--- src/rtl/jtkunio_gfx_arb_if.sv ---
// jtkunio_gfx_arb_if: scroll/object client handshakes and the shared ROM read port
interface jtkunio_gfx_arb_if #(
    parameter int SCR_AW = 17,
    parameter int OBJ_AW = 17,
    parameter int ROM_AW = 18
);
    logic [SCR_AW-1:0] scr_addr;
    logic              scr_cs;
    logic [31:0]       scr_data;
    logic              scr_ok;
    logic [OBJ_AW-1:0] obj_addr;
    logic              obj_cs;
    logic [31:0]       obj_data;
    logic              obj_ok;
    logic [ROM_AW-1:0] rom_addr;
    logic              rom_cs;
    logic [31:0]       rom_data;
    logic              rom_ok;

    modport master (
        output scr_addr, scr_cs, obj_addr, obj_cs, rom_data, rom_ok,
        input  scr_data, scr_ok, obj_data, obj_ok, rom_addr, rom_cs
    );

    modport slave (
        input  scr_addr, scr_cs, obj_addr, obj_cs, rom_data, rom_ok,
        output scr_data, scr_ok, obj_data, obj_ok, rom_addr, rom_cs
    );
endinterface

--- src/rtl/jtkunio_gfx_arb.sv ---
// jtkunio_gfx_arb: shares one 32-bit graphics ROM read slot between scroll (priority) and object fetchers
// Optional: define JTKUNIO_ARB_STATS_EN to add stat_maxwait, the longest wait any client saw before a grant
module jtkunio_gfx_arb #(
    parameter int                SCR_AW     = 17,
    parameter int                OBJ_AW     = 17,
    parameter int                ROM_AW     = 18,
    parameter logic [ROM_AW-1:0] OBJ_OFFSET = 18'h20000,
    parameter int                MAXSCR     = 4
) (
    input  logic clk,
    input  logic rst_n,
`ifdef JTKUNIO_ARB_STATS_EN
    output logic [7:0] stat_maxwait,
`endif
    jtkunio_gfx_arb_if.slave bus
);
    localparam int AW = SCR_AW > OBJ_AW ? SCR_AW : OBJ_AW;

    typedef enum logic [1:0] {IDLE, ISSUE, WAIT} state_t;

    state_t            state, state_nx;
    logic              owner;
    logic [AW-1:0]     cap_addr;
    logic [SCR_AW-1:0] scr_tag;
    logic [OBJ_AW-1:0] obj_tag;
    logic              scr_tv, obj_tv;
    logic [3:0]        fair_cnt;
    logic              scr_pend, obj_pend, gnt_scr, gnt_obj, done;

    assign bus.scr_ok = bus.scr_cs & scr_tv & (bus.scr_addr == scr_tag);
    assign bus.obj_ok = bus.obj_cs & obj_tv & (bus.obj_addr == obj_tag);
    assign scr_pend   = bus.scr_cs & ~bus.scr_ok;
    assign obj_pend   = bus.obj_cs & ~bus.obj_ok;

    // Grant decision and next state; ISSUE always lasts one cycle so a stale rom_ok is never taken
    always_comb begin
        gnt_scr  = state == IDLE && scr_pend && (!obj_pend || fair_cnt < 4'(MAXSCR));
        gnt_obj  = state == IDLE && obj_pend && !gnt_scr;
        done     = state == WAIT && bus.rom_ok;
        state_nx = state;
        case (state)
            IDLE:    if (gnt_scr || gnt_obj) state_nx = ISSUE;
            ISSUE:   state_nx = WAIT;
            WAIT:    if (bus.rom_ok) state_nx = IDLE;
            default: state_nx = IDLE;
        endcase
    end

    // State register
    always_ff @(posedge clk or negedge rst_n)
        if (!rst_n) state <= IDLE;
        else        state <= state_nx;

    // Downstream request, per-client data/tags, and the object-starvation counter
    always_ff @(posedge clk or negedge rst_n) begin
        if (!rst_n) begin
            bus.rom_addr <= '0;
            bus.rom_cs   <= 1'b0;
            bus.scr_data <= '0;
            bus.obj_data <= '0;
            owner        <= 1'b0;
            cap_addr     <= '0;
            scr_tag      <= '0;
            obj_tag      <= '0;
            scr_tv       <= 1'b0;
            obj_tv       <= 1'b0;
            fair_cnt     <= '0;
        end else begin
            if (gnt_scr || gnt_obj) begin
                bus.rom_addr <= gnt_obj ? ROM_AW'(bus.obj_addr) + OBJ_OFFSET : ROM_AW'(bus.scr_addr);
                cap_addr     <= gnt_obj ? AW'(bus.obj_addr) : AW'(bus.scr_addr);
                owner        <= gnt_obj;
                bus.rom_cs   <= 1'b1;
            end
            if (done) begin
                bus.rom_cs <= 1'b0;
                if (owner) begin
                    bus.obj_data <= bus.rom_data;
                    obj_tag      <= cap_addr[OBJ_AW-1:0];
                    obj_tv       <= 1'b1;
                end else begin
                    bus.scr_data <= bus.rom_data;
                    scr_tag      <= cap_addr[SCR_AW-1:0];
                    scr_tv       <= 1'b1;
                end
            end
            fair_cnt <= !obj_pend || gnt_obj ? 4'd0 :
                        gnt_scr && fair_cnt < 4'(MAXSCR) ? fair_cnt + 4'd1 : fair_cnt;
        end
    end

`ifdef JTKUNIO_ARB_STATS_EN
    logic [7:0] scr_w, obj_w;
    logic       scr_busy, obj_busy;

    assign scr_busy = state != IDLE && !owner;
    assign obj_busy = state != IDLE && owner;

    // Wait counters freeze while the client's own access is in flight; the max is taken at grant
    always_ff @(posedge clk or negedge rst_n) begin
        if (!rst_n) begin
            scr_w        <= '0;
            obj_w        <= '0;
            stat_maxwait <= '0;
        end else begin
            scr_w <= !scr_pend || gnt_scr ? 8'd0 : scr_busy || &scr_w ? scr_w : scr_w + 8'd1;
            obj_w <= !obj_pend || gnt_obj ? 8'd0 : obj_busy || &obj_w ? obj_w : obj_w + 8'd1;
            stat_maxwait <= gnt_scr && scr_w > stat_maxwait ? scr_w :
                            gnt_obj && obj_w > stat_maxwait ? obj_w : stat_maxwait;
        end
    end
`endif
endmodule

--- src/flat_wrapper.sv ---
// flat-port wrapper written by rule: the top's interface ports become plain ports
module jtkunio_gfx_arb_flat 
#(
    parameter int                SCR_AW     = 17,
    parameter int                OBJ_AW     = 17,
    parameter int                ROM_AW     = 18,
    parameter logic [ROM_AW-1:0] OBJ_OFFSET = 18'h20000,
    parameter int                MAXSCR     = 4
)
  (clk, rst_n, bus_scr_addr, bus_scr_cs, bus_obj_addr, bus_obj_cs, bus_rom_data, bus_rom_ok, bus_scr_data, bus_scr_ok, bus_obj_data, bus_obj_ok, bus_rom_addr, bus_rom_cs);
  jtkunio_gfx_arb_if #(.SCR_AW(SCR_AW), .OBJ_AW(OBJ_AW), .ROM_AW(ROM_AW)) bus_i ();
  input  logic clk;
  input  logic rst_n;
  input wire logic [$bits(bus_i.scr_addr)-1:0] bus_scr_addr;
  input wire logic [$bits(bus_i.scr_cs)-1:0] bus_scr_cs;
  input wire logic [$bits(bus_i.obj_addr)-1:0] bus_obj_addr;
  input wire logic [$bits(bus_i.obj_cs)-1:0] bus_obj_cs;
  input wire logic [$bits(bus_i.rom_data)-1:0] bus_rom_data;
  input wire logic [$bits(bus_i.rom_ok)-1:0] bus_rom_ok;
  output wire logic [$bits(bus_i.scr_data)-1:0] bus_scr_data;
  output wire logic [$bits(bus_i.scr_ok)-1:0] bus_scr_ok;
  output wire logic [$bits(bus_i.obj_data)-1:0] bus_obj_data;
  output wire logic [$bits(bus_i.obj_ok)-1:0] bus_obj_ok;
  output wire logic [$bits(bus_i.rom_addr)-1:0] bus_rom_addr;
  output wire logic [$bits(bus_i.rom_cs)-1:0] bus_rom_cs;
  assign bus_i.scr_addr = bus_scr_addr;
  assign bus_i.scr_cs = bus_scr_cs;
  assign bus_i.obj_addr = bus_obj_addr;
  assign bus_i.obj_cs = bus_obj_cs;
  assign bus_i.rom_data = bus_rom_data;
  assign bus_i.rom_ok = bus_rom_ok;
  assign bus_scr_data = bus_i.scr_data;
  assign bus_scr_ok = bus_i.scr_ok;
  assign bus_obj_data = bus_i.obj_data;
  assign bus_obj_ok = bus_i.obj_ok;
  assign bus_rom_addr = bus_i.rom_addr;
  assign bus_rom_cs = bus_i.rom_cs;
  jtkunio_gfx_arb #(.SCR_AW(SCR_AW), .OBJ_AW(OBJ_AW), .ROM_AW(ROM_AW), .OBJ_OFFSET(OBJ_OFFSET), .MAXSCR(MAXSCR)) u_core (.clk(clk), .rst_n(rst_n), .bus(bus_i));
endmodule
--- config.mk ---
export PLATFORM = sky130hd
export DESIGN_NAME = jtkunio_gfx_arb_flat
export DESIGN_NICKNAME = d
export VERILOG_FILES = /design/src/rtl/jtkunio_gfx_arb_if.sv /design/src/rtl/jtkunio_gfx_arb.sv /design/src/flat_wrapper.sv
export SDC_FILE = /design/constraint.sdc
export NUM_CORES = 1
export LEC_CHECK = 0
export CORE_ASPECT_RATIO = 1.2
export CORE_MARGIN = 2
export CORE_UTILIZATION = 35
export DETAILED_ROUTE_END_ITERATION = 8
export GPL_TIMING_DRIVEN = 0
export PLACE_DENSITY = 0.63
export SYNTH_ARGS = -nofsm -noshare
export SYNTH_HDL_FRONTEND = slang
export SYNTH_SLANG_ARGS = --single-unit
export TNS_END_PERCENT = 5
--- constraint.sdc ---
create_clock -name clk -period 2.3 [get_ports clk]
set_input_delay 0.23 -clock clk [delete_from_list [all_inputs] [get_ports clk]]
set_output_delay 0.23 -clock clk [all_outputs]
set_load 0.05 [all_outputs]
==> impl_metrics.ini <==
[route]
vias_per_cell = 4.70
dr.pass1.iters = 4
drt_iter0_drc = 102
vias = 3517
routed_wl_um = 13200
wire_per_inst_um = 17.6
drc = 0
ant_nets = 0

[sta]
fin_crit_ps = 2280
finalHoldViolations = 0
fin_crit_sh = 0.992
maxSlewViolCount = 0
setup_violations = 0
clock.fmax_mhz = 438
fin_worst_skew_ps = 8.88
tightest_slew_ps = 768
timing.setup.tns_ps = 0
slew_headroom = 0.488
rsz0062_at_grt = true

[worst_setup_path]
cp_max_fo = 4
cp-start-kind = register
worstReg2RegStart = u_core.obj_tag[9]$_DFFE_PN0P_
crit_arrival_ps = 2560
path_class = reg -> reg
endpoint_kind = register
r2r_slack_ps = 20
r2r-end = u_core.cap_addr[1]$_DFFE_PN0P_
cp.required_ps = 2580
reg2reg_depth = 7

[clock_network]
clkSinkCount = 125
clock_path_buffers = 2
cts-root-buf = clkbuf_16
h-tree-depth = 4
cts_tree = built
insertion_delay_ps = 410
clk_pin_slew_ps = 60
cts_buffers = 17

[floorplan]
fp.dieH_um = 140
core_area_sq_um = 15000
chipWidth_um = 117
ios = 156
rows = 49
initial_utilization = 0.359
dieArea_sq_um = 16400

[synth]
synth_cell_types = 36
synthArstFlopShare = 1.00
synthTopCellsByCount = dfrtp_1 (125), mux2_2 (115), xor2_1 (29)
synth_edf_count = 0
syn_area_per_cell_sq_um = 15.2
syn-num-nets = 426
yosysMostFrequentCell = dfrtp_1
ys_ff_latch = 125
ys_warn_count = 0
synth_top_area_share = 0.581
syn-instance-count = 354
syn_area_sq_um = 5390
synth-main-ff-cell = dfrtp_1
yosys.area.top_type = dfrtp_1
synth_area_leaders = dfrtp_1 (58%), mux2_2 (24%), xor2_1 (4.7%)
ys_seq_area_frac = 0.581

[power]
power_mw = 13.2
power_density_nw_per_um2 = 1680
power_leakage_nw = 3.28
peakVddDrop_mv = 0.912

[finish]
area_growth_pct = 45.7
drive_above_1_share = 0.333
n_antenna_cell = 0
final_util = 0.522
final_nets = 605

[global_route]
antenna_found_initial = 1
grt_pass1_vias = 3905
grt_pass1_wl_um = 20900
grt_overflow = 0
grt.total_usage = 0.170
grt_max_degree = 92

[placement]
gp_congestion = 0.719
dp_hpwl_um = 9510
io_buffers = 155

[flow_run]
cap_violations = 0

[status]
outcome = complete, no violations

[worst_hold_path]
min_path_type = in -> async
## critical path: stages, from the launching register on
cell and delay [ps]:
dfrtp_1 400, xor2_1 210, and4b_1 320, nand4_4 150
o211ai_4 300, buf_6 170, mux2_2 320, mux2_1 280
## sequential cells by signal (all words and copies together), names as in the netlist
register,flops
u_core.obj_tag,17
u_core.obj_tv,1
u_core.scr_tv,1
u_core.fair_cnt,4
u_core.owner,1
u_core.bus.scr_data,32
u_core.state,2
u_core.bus.rom_addr,1
u_core.bus.rom_cs,1
u_core.cap_addr,16
u_core.scr_tag,17
u_core.bus.obj_data,32
## metal layers
metal  share of wire  track usage  up-vias
met4           0.016       0.0582        2
met1            0.41        0.206     1786
met3           0.055       0.0584       15
li1                -            -     1621
met5         0.00099            0        -
met2            0.51        0.280       93
## logic make-up (layout without fill, tap and decap cells)
| group | after synthesis | after routing | share of synthesized area |
|---|---|---|---|
| compound gates | 9 | 9 | 0.0160 |
| xor+xnor | 34 | 34 | 0.0553 |
| fa+ha+maj | 1 | 1 | 0.00232 |
| buf+inv | 16 | 206 | 0.0163 |
| flops | 125 | 125 | 0.581 |
| mux | 133 | 133 | 0.284 |
| simple gates | 36 | 36 | 0.0451 |
## placed cells by master, fill, tap and decap left out, types with 8 or more instances in the layout
cell type | netlist | final
clkbuf_1 | 7 | 10
dfrtp_1 | 125 | 125
nor2_1 | 8 | 8
nor4_2 | 2 | 9
xor2_1 | 29 | 28
mux2_4 | 9 | 9
clkbuf_16 | 0 | 17
mux2_1 | 8 | 8
mux2_2 | 115 | 115
clkdlybuf4s50_1 | 0 | 152
## cell type report
cell class,count,area [sq um]
clock buffer,21,450
sequential,125,3130
tap,204,255
multi-input combinational,213,2240
fill,1320,7180
clock inverter,9,72.6
buffer,15,83.8
inverter,1,3.75
timing repair buffer,160,1610
## worst max-delay path by stage
stage	from	to	cells past startpoint	slack, ps
final	u_core.obj_tag[9]$_DFFE_PN0P_	u_core.cap_addr[1]$_DFFE_PN0P_	7	20
after global routing	u_core.obj_tag[15]$_DFFE_PN0P_	u_core.cap_addr[1]$_DFFE_PN0P_	7	-70
after CTS	u_core.obj_tag[9]$_DFFE_PN0P_	u_core.cap_addr[1]$_DFFE_PN0P_	7	10
after detailed placement	bus_scr_addr[4]	bus_scr_ok	6	-440
after global placement	rst_n	u_core.bus.obj_data[2]$_DFFE_PN0P_	1	-3900
after floorplan	u_core.obj_tag[12]$_DFFE_PN0P_	bus_obj_ok	4	150
## power by group
group	switching, mW	internal [mW]	leakage, nW
Sequential	0.694	3.29	1.50
Combinational	4.01	2.79	1.52
Clock	0.902	1.48	0.262
## what timing repair did
| action | 4_1_cts | 5_1_grt |
|---|---|---|
| buffers inserted | 2 | 1 |
| cloned | 0 | 0 |
| hold buffers | 1 | 0 |
| setup endpoints to repair | 19 | 19 |
| gates resized for setup | 14 | 9 |
| hold endpoints to repair | 34 | 0 |
| pin swaps | 1 | 4 |
## per-stage QoR
step | cells | cell area [sq um] | setup slack [ps] | hold slack, ps
after detailed placement | 714 | 7230 | -435 | 148
final | 748 | 7840 | 17.6 | 285
after global routing | 748 | 7840 | -71.8 | 318
after CTS | 747 | 7780 | 13.7 | 287
after floorplan | 354 | 5390 | 150 | -65.6
after global placement | 713 | 7200 | -3900 | 453
Power figures use the tool's default switching activity.
